--- src/rtl/spi_master_pkg.sv ---
// Shared definitions for the SPI frame master: FSM states, SPI mode and
// per-byte edge count.
package spi_master_pkg;

  typedef enum logic [2:0] {
    IDLE,
    WAIT_BYTE,
    SHIFT,
    TRAIL,
    DONE
  } state_t;

  typedef struct packed {
    logic cpol;
    logic cpha;
  } spi_mode_t;

  localparam spi_mode_t SPI_MODE0 = '{cpol: 1'b0, cpha: 1'b0};

  // 8 rising plus 8 falling SCK edges per byte
  localparam int BYTE_EDGES = 16;

endpackage

--- src/rtl/spi_frame_master_sck_gen.sv ---
// SCK divider: toggles SCK every CLK_DIV enabled cycles and flags the
// clk cycle on which the next toggle will be a rising or falling edge.
module spi_sck_gen #(
  parameter int CLK_DIV = 4
) (
  input  logic clk,
  input  logic rst,
  input  logic en,
  input  logic clr,
  output logic sck,
  output logic rise,
  output logic fall
);
  import spi_master_pkg::*;

  localparam int DW = (CLK_DIV > 1) ? $clog2(CLK_DIV) : 1;
  localparam logic [DW-1:0] DIV_LAST = DW'(CLK_DIV - 1);

  logic [DW-1:0] div_cnt;
  logic          wrap;

  // Strobes are asserted in the cycle before SCK actually changes, so the
  // owner can act on the same clk edge that moves SCK.
  assign wrap = en && !clr && (div_cnt == DIV_LAST);
  assign rise = wrap && (sck == SPI_MODE0.cpol);
  assign fall = wrap && (sck != SPI_MODE0.cpol);

  always_ff @(posedge clk) begin
    if (rst || clr) begin
      div_cnt <= '0;
      sck     <= SPI_MODE0.cpol;
    end else if (en) begin
      if (wrap) begin
        div_cnt <= '0;
        sck     <= ~sck;
      end else begin
        div_cnt <= div_cnt + DW'(1);
      end
    end
  end

endmodule

--- src/rtl/spi_frame_master.sv ---
// SPI mode-0 frame master: streams FRAME_BYTES bytes MSB first under one
// SS-low window and returns each byte captured on MISO.
module spi_frame_master #(
  parameter int CLK_DIV      = 4,
  parameter int FRAME_BYTES  = 785,
  parameter int TRAIL_CYCLES = 4
) (
  input  logic       clk,
  input  logic       rst,
  input  logic       start,
  input  logic       abort,
  input  logic [7:0] tx_data,
  input  logic       tx_valid,
  output logic       tx_ready,
  output logic [7:0] rx_data,
  output logic       rx_valid,
  output logic       busy,
  output logic       done,
  output logic       SCK,
  output logic       SS,
  output logic       MOSI,
  input  logic       MISO
);
  import spi_master_pkg::*;

  localparam int BCW = $clog2(FRAME_BYTES + 1);
  localparam logic [BCW-1:0] LAST_BYTE = BCW'(FRAME_BYTES - 1);
  localparam int TCW = (TRAIL_CYCLES > 2) ? $clog2(TRAIL_CYCLES) : 1;
  localparam logic [TCW-1:0] TRAIL_LAST = TCW'((TRAIL_CYCLES > 2) ? TRAIL_CYCLES - 2 : 0);
  localparam logic [4:0] EDGES_DONE = 5'(BYTE_EDGES);
  localparam logic [4:0] LAST_FALL  = 5'(BYTE_EDGES - 1);

  state_t         state;
  logic [BCW-1:0] byte_cnt;
  logic [4:0]     edge_cnt;
  logic [TCW-1:0] trail_cnt;
  logic [7:0]     tx_sr;
  logic [7:0]     rx_sr;
  logic           tx_ready_q;
  logic           aborting;
  logic           handshake;
  logic           sck_en;
  logic           sck_clr;
  logic           sck_rise;
  logic           sck_fall;

  // An abort must refuse a byte offered in the same cycle, so the registered
  // ready is masked rather than waiting a cycle to drop.
  assign aborting  = abort && (state != IDLE);
  assign tx_ready  = tx_ready_q && !aborting;
  assign handshake = tx_valid && tx_ready;
  assign sck_en    = (state == SHIFT) && (edge_cnt != EDGES_DONE);
  assign sck_clr   = (state != SHIFT) || aborting;

  spi_sck_gen #(
    .CLK_DIV(CLK_DIV)
  ) u_sck_gen (
    .clk  (clk),
    .rst  (rst),
    .en   (sck_en),
    .clr  (sck_clr),
    .sck  (SCK),
    .rise (sck_rise),
    .fall (sck_fall)
  );

  always_ff @(posedge clk) begin
    if (rst) begin
      state      <= IDLE;
      SS         <= 1'b1;
      MOSI       <= 1'b0;
      tx_ready_q <= 1'b0;
      rx_valid   <= 1'b0;
      rx_data    <= 8'h00;
      busy       <= 1'b0;
      done       <= 1'b0;
      byte_cnt   <= '0;
      edge_cnt   <= '0;
      trail_cnt  <= '0;
    end else begin
      rx_valid <= 1'b0;
      done     <= 1'b0;
      if (aborting) begin
        state      <= IDLE;
        SS         <= 1'b1;
        MOSI       <= 1'b0;
        tx_ready_q <= 1'b0;
        busy       <= 1'b0;
        byte_cnt   <= '0;
        edge_cnt   <= '0;
        trail_cnt  <= '0;
      end else begin
        case (state)
          IDLE: begin
            if (start) begin
              state      <= WAIT_BYTE;
              SS         <= 1'b0;
              busy       <= 1'b1;
              byte_cnt   <= '0;
              tx_ready_q <= 1'b1;
            end
          end
          WAIT_BYTE: begin
            if (handshake) begin
              tx_ready_q <= 1'b0;
              tx_sr      <= tx_data;
              MOSI       <= tx_data[7];
              edge_cnt   <= '0;
              state      <= SHIFT;
            end
          end
          SHIFT: begin
            if (sck_rise) begin
              rx_sr    <= {rx_sr[6:0], MISO};
              edge_cnt <= edge_cnt + 5'd1;
            end else if (sck_fall) begin
              edge_cnt <= edge_cnt + 5'd1;
              // MOSI keeps bit 0 after the final falling edge
              if (edge_cnt != LAST_FALL) begin
                tx_sr <= {tx_sr[6:0], 1'b0};
                MOSI  <= tx_sr[6];
              end
            end else if (edge_cnt == EDGES_DONE) begin
              rx_data  <= rx_sr;
              rx_valid <= 1'b1;
              byte_cnt <= byte_cnt + BCW'(1);
              if (byte_cnt == LAST_BYTE) begin
                if (TRAIL_CYCLES > 1) begin
                  state     <= TRAIL;
                  trail_cnt <= '0;
                end else begin
                  state <= DONE;
                  SS    <= 1'b1;
                  done  <= 1'b1;
                end
              end else begin
                state      <= WAIT_BYTE;
                tx_ready_q <= 1'b1;
              end
            end
          end
          TRAIL: begin
            // The cycle after the last falling edge already counts as trail.
            if (trail_cnt == TRAIL_LAST) begin
              state <= DONE;
              SS    <= 1'b1;
              done  <= 1'b1;
            end else begin
              trail_cnt <= trail_cnt + TCW'(1);
            end
          end
          DONE: begin
            busy  <= 1'b0;
            state <= IDLE;
          end
          default: state <= IDLE;
        endcase
      end
    end
  end

endmodule

--- config.mk ---
export PLATFORM = sky130hd
export DESIGN_NAME = spi_frame_master
export DESIGN_NICKNAME = d
export VERILOG_FILES = /design/src/rtl/spi_master_pkg.sv /design/src/rtl/spi_frame_master_sck_gen.sv /design/src/rtl/spi_frame_master.sv
export SDC_FILE = /design/constraint.sdc
export NUM_CORES = 1
export LEC_CHECK = 0
export CORE_ASPECT_RATIO = 0.8
export CORE_UTILIZATION = 40
export CTS_BUF_LIST = sky130_fd_sc_hd__clkbuf_2 sky130_fd_sc_hd__clkbuf_4 sky130_fd_sc_hd__clkbuf_8
export DETAILED_ROUTE_END_ITERATION = 8
export SLEW_MARGIN = 10
export SYNTH_ARGS = -nofsm -noshare
export SYNTH_HDL_FRONTEND = slang
export SYNTH_SLANG_ARGS = --single-unit
--- constraint.sdc ---
create_clock -name clk -period 2.1 [get_ports clk]
set_clock_uncertainty 0.05 [all_clocks]
set_input_delay 0.63 -clock clk [delete_from_list [all_inputs] [get_ports clk]]
set_output_delay 0.63 -clock clk [all_outputs]
set_load 0.01 [all_outputs]
==> metrics.md <==
| Metric | Value |
|---|---|
| Crit path from | state[2]$_SDFFE_PP0P_ |
| Minimum clock period after layout | 2.01 ns |
| Mean post-synth cell area | 9.76 um2 |
| Seq cells post-synth | 52 |
| Nets@finish | 316 |
| Critical Path Start Type | register |
| Row count | 24 |
| RSZ-0062 raised after global routing | false |
| Core area | 5620 um2 |
| Final hold vios | 0 |
| Clock slew at reported path FFs | 0.10 ns |
| Top_reg_cell synth | dfxtp_1 |
| Crit. End Element | primary output |
| Die width | approximately 90 um |
| Pwr dens | 655 nW/um2 |
| Max layer used | met4 |
| Maximum fanout along the worst path | 3 |
| Commonest cells after routing, fill and taps aside | 37 x dfxtp_1, 30 x a21oi_1, 25 x clkdlybuf4s50_1 |
| Later-pin clock latency in the skew report | around 0.31 ns |
| Synth top area share | 0.307 |
| Die ar. | 6340 um2 |
| Reg2reg end | tx_sr[1]$_DFFE_PP_ |
| H-Tree Level Count | 2 |
| Vias in the first global route | 1872 |
| CP max stage cell | dfxtp_1 |
| Slack of the critical path | 0.0912 ns |
| Total chip power | 1.99 mW |
| Sink Count | 52 |
| Critical Path AT | 1.33 ns |
| Worst path depth | 3 |
| Io pins | 29 |
| Slew HR | 0.497 |
| Share of cells above drive strength 1 | 0.162 |
| Detailed Place HPWL | 3790 um |
| Routed length on met3 | 222 um |
| Sequential area share after synthesis | 0.494 |
| N_diodes | 0 |
| Pre-CTS setup slack | -0.539 ns |
| Max_cap viols | 0 |
| DRT met1 WL | 2690 um |
| Mapped Area | approximately 2400 um2 |
| Vias | 1999 |
| Routed len/inst | ~14 um |
| Final count of pins violating max slew | 0 |
| DR vias/cell | 5.34 |
| CTS Root Buffer Type | clkbuf_8 |
| PortBufs | 28 |
| Leakage power | 1.03 nW |
| Area contributors post-synth | dfxtp_1 31%, edfxtp_1 19%, a21oi_1 6.2%, nand3_1 4.2%, ha_1 3.6% |
| Total Routed Length | roughly 5300 um |
| Status | finished clean |
| Worst r2r src | edge_cnt[0]$_SDFFE_PP0P_ |
| Max VDD drop | 0.000394 V |
| Final setup fails | 0 |
| Async SR Flop Fraction | 0 |
| GR Overflow Total | 0 |
| Synth Instances | 247 |
| Initial Util | 0.429 |
| Worst Reg-to-Reg Cells | 7 |
| Die Span Y | 71.4 um |
| Reg2reg setup slack | 0.10 ns |
| First-pass GRT wire length | around 9000 um |
| GP Congestion | 0.781 |
| Crit Path Category | reg -> out |
| First DRT Iteration DRCs | 98 |
| Total CTS buffers | 5 |
| Post-synth EDFFs | 15 |
| CP delay by family, top | flip-flops |
| DRC viols | 0 |
| Most common cell after layout, fill and taps aside | dfxtp_1 |
| CP Capture Point | tx_ready |
| Part of the cycle the worst path needs | 0.957 |
| Slowest stage delay, CP | 0.36 ns |
| CTS tree | done |
| Worst-path cell chain | o31a_1 > nor2_1 > dlygate4sd2_1 |
| Area Growth Syn to Fin | 25.9% |
| CP bufs+invs | 1 |
| Postcts setup bufs | 0 |
| Final ANT Viol Nets | 0 |
| Largest net degree at the start of global routing | 19 |
| Synthesis Warnings | 0 |
| Worst Tran Pin Value | ~0.75 ns |
| Distinct cell type count after synthesis | 52 |
| HP Class | reg -> reg |
| Worst Path Required | 1.42 ns |
| Initial antenna violation count | 0 |
| CTS max path bufs | 2 |
| All-layer global routing usage | 0.183 |
| Max Fclk | 498 MHz |
| TritonRoute pass-1 iters | 4 |
| Met2 WL | between 2000 and 2500 um |
| Biggest area consumer among synthesized cells | dfxtp_1 |
| Mapped Nets | 268 |
==> cell families (layout without fill, tap and decap cells) <==
logic type                 count (synthesis)  in the layout  share of synthesized area
buffers and inverters                     21             70                     0.0400
AOI/OAI and AO/OA                         55             55                      0.141
DFF                                       52             52                      0.494
muxes                                      7              7                     0.0322
xor gates and xnor gates                   4              4                     0.0145
and+or+nand+nor                          101            101                      0.242
adders and majority gates                  7              7                     0.0363
==> sequential cells by signal, indices dropped and copies added, names as in the netlist <==
signal             cells
rx_data                8
SS                     1
rx_sr                  8
u_sck_gen.div_cnt      2
tx_ready_q             1
rx_valid               1
byte_cnt              10
tx_sr                  7
trail_cnt              2
busy                   1
MOSI                   1
done                   1
edge_cnt               5
state                  3
u_sck_gen.sck          1
==> routing by layer <==
layer,vias up,global-route usage
li1,1008,-
met1,943,0.271
met2,43,0.274
met3,5,0.0357
met4,0,0.0484
met5,-,0
==> through the flow <==
step | instance area (um2) | cells | util | setup TNS (ns) | hold WS (ns)
final | 3030 | 374 | 0.540 | 0 | 0.409
after global routing | 3030 | 374 | 0.540 | 0 | 0.419
after CTS | 3030 | 374 | 0.539 | 0 | 0.408
after detailed placement | 2930 | 366 | 0.523 | -11.10 | 0.381
after global placement | 2930 | 366 | 0.523 | -10.16 | 0.381
after floorplan | 2430 | 247 | - | -0.526 | 0.376
==> how the worst min path moves through the flow <==
| stage | end | from | depth (start not counted) | slack, ns |
|---|---|---|---|---|
| 2_1_floorplan | rx_sr[1]$_DFFE_PP_ | rx_sr[0]$_DFFE_PP_ | 0 | 0.38 |
| 3_3_place_gp | rx_sr[2]$_DFFE_PP_ | rx_sr[1]$_DFFE_PP_ | 0 | 0.38 |
| 3_5_place_dp | rx_sr[4]$_DFFE_PP_ | rx_sr[3]$_DFFE_PP_ | 0 | 0.38 |
| 4_1_cts | rx_sr[1]$_DFFE_PP_ | rx_sr[0]$_DFFE_PP_ | 0 | 0.41 |
| 5_1_grt | rx_sr[4]$_DFFE_PP_ | rx_sr[3]$_DFFE_PP_ | 0 | 0.42 |
| 6_report | rx_sr[4]$_DFFE_PP_ | rx_sr[3]$_DFFE_PP_ | 0 | 0.41 |
==> power by group <==
part	internal [mW]	switching, mW
Sequential	1.05	0.0217
Clock	0.244	0.356
Combinational	0.148	0.167
Total	1.44	0.544
==> synth_stat cells (2+ instances only) <==
cell type,instances
clkbuf_1,2
a21oi_1,30
buf_2,5
and3_1,4
nor2b_1,2
o31ai_1,6
nor2_1,12
or4_1,6
xor2_1,3
and2_1,3
nand4_1,5
dfxtp_1,37
a311oi_1,3
o21ai_0,6
nand2_1,23
ha_1,7
nand2b_1,3
inv_1,11
mux2_2,6
edfxtp_1,15
nand4bb_1,2
nor3_1,5
o211ai_1,2
or2_1,2
nand3_1,20
==> repair_timing <==
action / in CTS / in global routing
hold buffers: 0 / 0
setup endpoints to repair: 10 / 11
pin swaps: 2 / 2
resized for setup: 3 / 4
==> final cells by class <==
type                    instances  area (um2)
clock buffers                   5        68.8
clock inverters                 3        25.0
fillers                       505        2580
inverters                      11        41.3
multi-input cells             174        1150
flip-flops and latches         52        1190
well taps                      78        97.6
repair buffers                 51         462
Power figures use the tool's default switching activity.
